File: src/rtl/countdown_timer.sv
// countdown_timer
//   Hours:minutes:seconds countdown timer. A loaded time is decremented once
//   per internal one-second tick, derived from a TICK_DIV-cycle prescaler.
//   done pulses for one cycle when the count reaches 00:00:00.
//
// Parameters
//   TICK_DIV  clk cycles per one-second tick (minimum 2)
//   DIV_W     prescaler width, 2**DIV_W >= TICK_DIV
//
// Ports
//   clk       system clock, all logic on posedge
//   rst_n     synchronous active-low reset
//   load      one-cycle request to load load_hr/min/sec
//   load_hr   hours to load (0..23)
//   load_min  minutes to load (0..59)
//   load_sec  seconds to load (0..59)
//   start     begin or resume counting
//   stop      pause counting
//   hr        current hours
//   min       current minutes
//   sec       current seconds
//   running   high while counting
//   done      one-cycle pulse on expiry
//   load_err  one-cycle pulse when a load is rejected
module countdown_timer #(
  parameter int TICK_DIV = 1000,
  parameter int DIV_W    = 10
) (
  input  logic       clk,
  input  logic       rst_n,
  input  logic       load,
  input  logic [4:0] load_hr,
  input  logic [5:0] load_min,
  input  logic [5:0] load_sec,
  input  logic       start,
  input  logic       stop,
  output logic [4:0] hr,
  output logic [5:0] min,
  output logic [5:0] sec,
  output logic       running,
  output logic       done,
  output logic       load_err
);

  typedef enum logic [1:0] {
    IDLE    = 2'd0,
    RUN     = 2'd1,
    PAUSE   = 2'd2,
    EXPIRED = 2'd3
  } state_t;

  state_t           state;
  logic [DIV_W-1:0] presc;

  logic load_ok;
  logic time_zero;
  logic tick;
  logic last_sec;

  assign load_ok   = (load_hr <= 5'd23) && (load_min <= 6'd59) && (load_sec <= 6'd59);
  assign time_zero = (hr == 5'd0) && (min == 6'd0) && (sec == 6'd0);
  assign tick      = (state == RUN) && (presc == DIV_W'(TICK_DIV - 1));
  // The decrement on this tick lands on 00:00:00.
  assign last_sec  = (hr == 5'd0) && (min == 6'd0) && (sec <= 6'd1);

  // running is a pure decode of the state register, so it is glitch-free
  // and changes only on the clock edge.
  assign running = (state == RUN);

  always_ff @(posedge clk) begin
    if (!rst_n) begin
      state    <= IDLE;
      presc    <= '0;
      hr       <= '0;
      min      <= '0;
      sec      <= '0;
      done     <= 1'b0;
      load_err <= 1'b0;
    end else begin
      done     <= 1'b0;
      load_err <= 1'b0;

      if (load) begin
        // A load (valid or not) suppresses stop/start and any tick this cycle.
        if (load_ok) begin
          hr    <= load_hr;
          min   <= load_min;
          sec   <= load_sec;
          presc <= '0;
          state <= IDLE;
        end else begin
          load_err <= 1'b1;
        end
      end else if (state == RUN) begin
        if (tick) begin
          presc <= '0;
          if (sec != 6'd0) begin
            sec <= sec - 6'd1;
          end else if (min != 6'd0) begin
            min <= min - 6'd1;
            sec <= 6'd59;
          end else if (hr != 5'd0) begin
            hr  <= hr - 5'd1;
            min <= 6'd59;
            sec <= 6'd59;
          end
          // Expiry takes precedence over a simultaneous stop; otherwise the
          // decrement is applied and then the stop takes effect.
          if (last_sec) begin
            state <= EXPIRED;
            done  <= 1'b1;
          end else if (stop) begin
            state <= PAUSE;
          end
        end else begin
          presc <= presc + DIV_W'(1);
          if (stop) begin
            state <= PAUSE;
          end
        end
      end else if (!stop && start && !time_zero) begin
        // Outside RUN a stop only masks a simultaneous start.
        state <= RUN;
      end
    end
  end

endmodule

File: config.mk
export PLATFORM = sky130hd
export DESIGN_NAME = countdown_timer
export DESIGN_NICKNAME = d
export VERILOG_FILES = /design/src/rtl/countdown_timer.sv
export SDC_FILE = /design/constraint.sdc
export NUM_CORES = 1
export LEC_CHECK = 0
export CORE_MARGIN = 1
export CORE_UTILIZATION = 50
export DETAILED_ROUTE_END_ITERATION = 6
export GPL_ROUTABILITY_DRIVEN = 0
export GPL_TIMING_DRIVEN = 0
export PLACE_DENSITY = 0.79
export SLEW_MARGIN = 20
export SYNTH_ARGS = -nofsm -noshare
export SYNTH_HDL_FRONTEND = slang
export SYNTH_SLANG_ARGS = --single-unit
export TNS_END_PERCENT = 100
File: constraint.sdc
create_clock -name clk -period 2.07 [get_ports clk]
set_clock_uncertainty 0.1 [all_clocks]
set_input_delay 0.3105 -clock clk [delete_from_list [all_inputs] [get_ports clk]]
set_output_delay 0.3105 -clock clk [all_outputs]
set_load 0.02 [all_outputs]
==> metrics.yaml <==
sta:
  fin_ws_ns: -0.00949
  hold_viol: 0
  drv_slew: 0
  worst_pin_slew_ns: 0.621
  slew_headroom: 0.586
  min_period_over_period: 1.00
  setup_tns_ns: -0.0277
  max_freq_mhz: 481
  setup_viol: 4
  rsz0062_at_grt: "yes"
  fin_crit_ns: 2.08
layout:
  drive_above_1_share: 0.227
  fin_nets: 328
  antenna_cells: 0
  seqCellArea_um2: 627
  multi_input_area_mm2: 0.00128
  final_common_cell: "clkdlybuf4s50_1"
  finalInstanceArea_mm2: 0.00280
  syn2layout_area_growth_pct: 46.3
  layout_common_cells: "clkdlybuf4s50_1 (40), dfxtp_1 (28), nor2_1 (21)"
  fillers: 257
route:
  drc_errors: 0
  wire_per_inst_um: 16.9
  wl_um: 5850
  drt_iter0_drc: 186
  ant_nets: 0
  drtPass1Iterations: 6
  vias_per_cell: 6.00
  via_count: 2083
clock_tree:
  clkTransAtPathRegs_ns: 0.07
  cts-root-buf: "clkbuf_8"
  cts_tree: "done"
  cts_num_sinks: 31
  clk_latency_ns: 0.30
  cts_made_buffers: 5
  h-tree-depth: 2
  cts_buffer_depth: 2
grt:
  grt_pass1_wl_um: 8490
  grt_pass1_vias: 1831
  track_usage: 0.272
  grt-ovfl-total: 0
  antenna_found_initial: 0
  grt_max_degree: 11
yosys:
  synth_nets: 259
  synth_top_area_frac: 0.325
  ys_types: 51
  synth_area_leaders: "dfxtp_1 (32%), ha_1 (5.2%), a21oi_1 (4.2%)"
  synthesis.area_mm2: 0.00191
  post-synth-top-area-cell: "dfxtp_1"
  synth_edf_count: 0
  syn_inst: 229
  ys_ff_latch: 31
  avgSynthCellArea_um2: 8.34
  yosysSeqAreaShare: 0.325
  ys.flop_type: "dfxtp_1"
  async_reset_ff_frac: 0
  synth_warnings: 0
worst_setup_path:
  crit_end: "sec[3]$_SDFFE_PN0P_"
  worst-r2r-setup-slack_ns: -0.009
  r2r-end: "sec[3]$_SDFFE_PN0P_"
  cp-end-kind: "flop"
  crit_required_ns: 2.16
  rr_worst_depth: 9
  r2r-start: "hr[0]$_SDFFE_PN0P_"
  crit_fanout: 5
  cp_data_arrival_time_ns: 2.17
  worst_setup_path_start_kind: "flop"
  critPathKind: "flop to flop"
  critPathLaunch: "hr[0]$_SDFFE_PN0P_"
floorplan:
  io_pins: 42
  die-area_mm2: 0.00407
  core-area_mm2: 0.00366
  initial_core_util: 0.522
  die_h_um: 63.8
  die_w_um: 63.8
  fp-row-count: 22
pwr:
  power_leakage_nw: 1.09
  peakVddDrop_v: 0.000456
  total_power_mw: 2.05
  power_density_mw_per_mm2: 735
status:
  status: "complete, but fails checks"
  violations: "setup timing"
place:
  place_area_mm2: 0.00238
  portBuffers: 41
  dp_hpwl_um: 3580
hold_path:
  hold_class: "flop to flop"
flow_run:
  drv_cap: 0
==> cell type report <==
| class | count | share of cell area |
|---|---|---|
| inverter | 17 | 0.0228 |
| tap | 48 | 0.0215 |
| timing repair buffer | 62 | 0.208 |
| clock inverter | 2 | 0.0125 |
| multi-input combinational | 170 | 0.460 |
| sequential | 31 | 0.224 |
| buffer | 11 | 0.0215 |
| clock buffer | 6 | 0.0295 |
==> per-layer routing <==
layer	GRT usage	part of all wire
met5	0	0
met4	0.131	0.020
met3	0.0661	0.068
met2	0.432	0.49
met1	0.343	0.42
==> logic make-up (layout without fill, tap and decap cells) <==
kind of cell             Yosys count  after routing  share of synthesized area
XOR/XNOR                          12             12                     0.0550
AND/OR/NAND/NOR                   85             85                      0.253
adder cells (fa/ha/maj)            8              8                     0.0524
AO/OA/AOI/OAI                     64             64                      0.251
buffers and inverters             28             98                     0.0576
multiplexers                       1              1                    0.00524
flip-flops                        31             31                      0.325
==> registers in the layout, summed over array words and instances, names as in the netlist <==
signal	count
state	2
load_err	1
presc	10
hr	5
done	1
sec	6
min	6
==> synth_stat cells, types with 4 or more instances <==
library cell / number
ha_1: 8
nor2_1: 21
nand3_1: 5
o21ai_0: 6
dfxtp_1: 31
nor3b_1: 6
a221o_1: 5
clkbuf_1: 7
a211oi_1: 5
nand4_1: 4
inv_1: 16
nand2_1: 20
a21oi_1: 16
xnor2_1: 9
buf_2: 4
nor3_1: 8
a31o_2: 5
==> timing repair <==
item	in CTS	in global routing
pin swaps	2	17
resized for setup	11	34
hold buffers	0	0
cloned	0	2
buffers inserted	6	15
setup endpoints to repair	22	24
==> worst max-delay path, cell delays in order, from the launching register on <==
cell and delay [ns]:
dfxtp_1 0.33, inv_2 0.07, ha_1 0.16, nor4b_4 0.28, nand4_1 0.19, buf_4 0.19, o22ai_4 0.19, buf_6 0.16
a21oi_2 0.03, o221a_2 0.25
==> how the worst min path moves through the flow <==
| stage | startpoint | to | cells past startpoint |
|---|---|---|---|
| floorplan | presc[9]$_SDFFE_PN0P_ | presc[9]$_SDFFE_PN0P_ | 1 |
| global placement | presc[9]$_SDFFE_PN0P_ | presc[9]$_SDFFE_PN0P_ | 1 |
| detailed placement | presc[9]$_SDFFE_PN0P_ | presc[9]$_SDFFE_PN0P_ | 1 |
| CTS | presc[9]$_SDFFE_PN0P_ | presc[9]$_SDFFE_PN0P_ | 1 |
| global route | presc[1]$_SDFFE_PN0P_ | presc[1]$_SDFFE_PN0P_ | 2 |
| finish | presc[1]$_SDFFE_PN0P_ | presc[1]$_SDFFE_PN0P_ | 2 |
==> through the flow <==
| stage | utilization | worst slack (ns) | hold slack, ns | instances |
|---|---|---|---|---|
| final | 0.764 | -0.00949 | 0.399 | 347 |
| after floorplan | - | 0.0654 | 0.325 | 229 |
| after global routing | 0.764 | -0.131 | 0.424 | 347 |
| after CTS | 0.706 | 0.00116 | 0.369 | 332 |
| after detailed placement | 0.650 | -0.485 | 0.356 | 318 |
| after global placement | 0.650 | -0.471 | 0.347 | 318 |
==> where the power goes <==
part	total, mW	switching (mW)	internal, mW
logic	0.710	0.352	0.358
clock network	0.643	0.254	0.389
registers	0.700	0.0638	0.636
(Power assumes the default switching activity.)
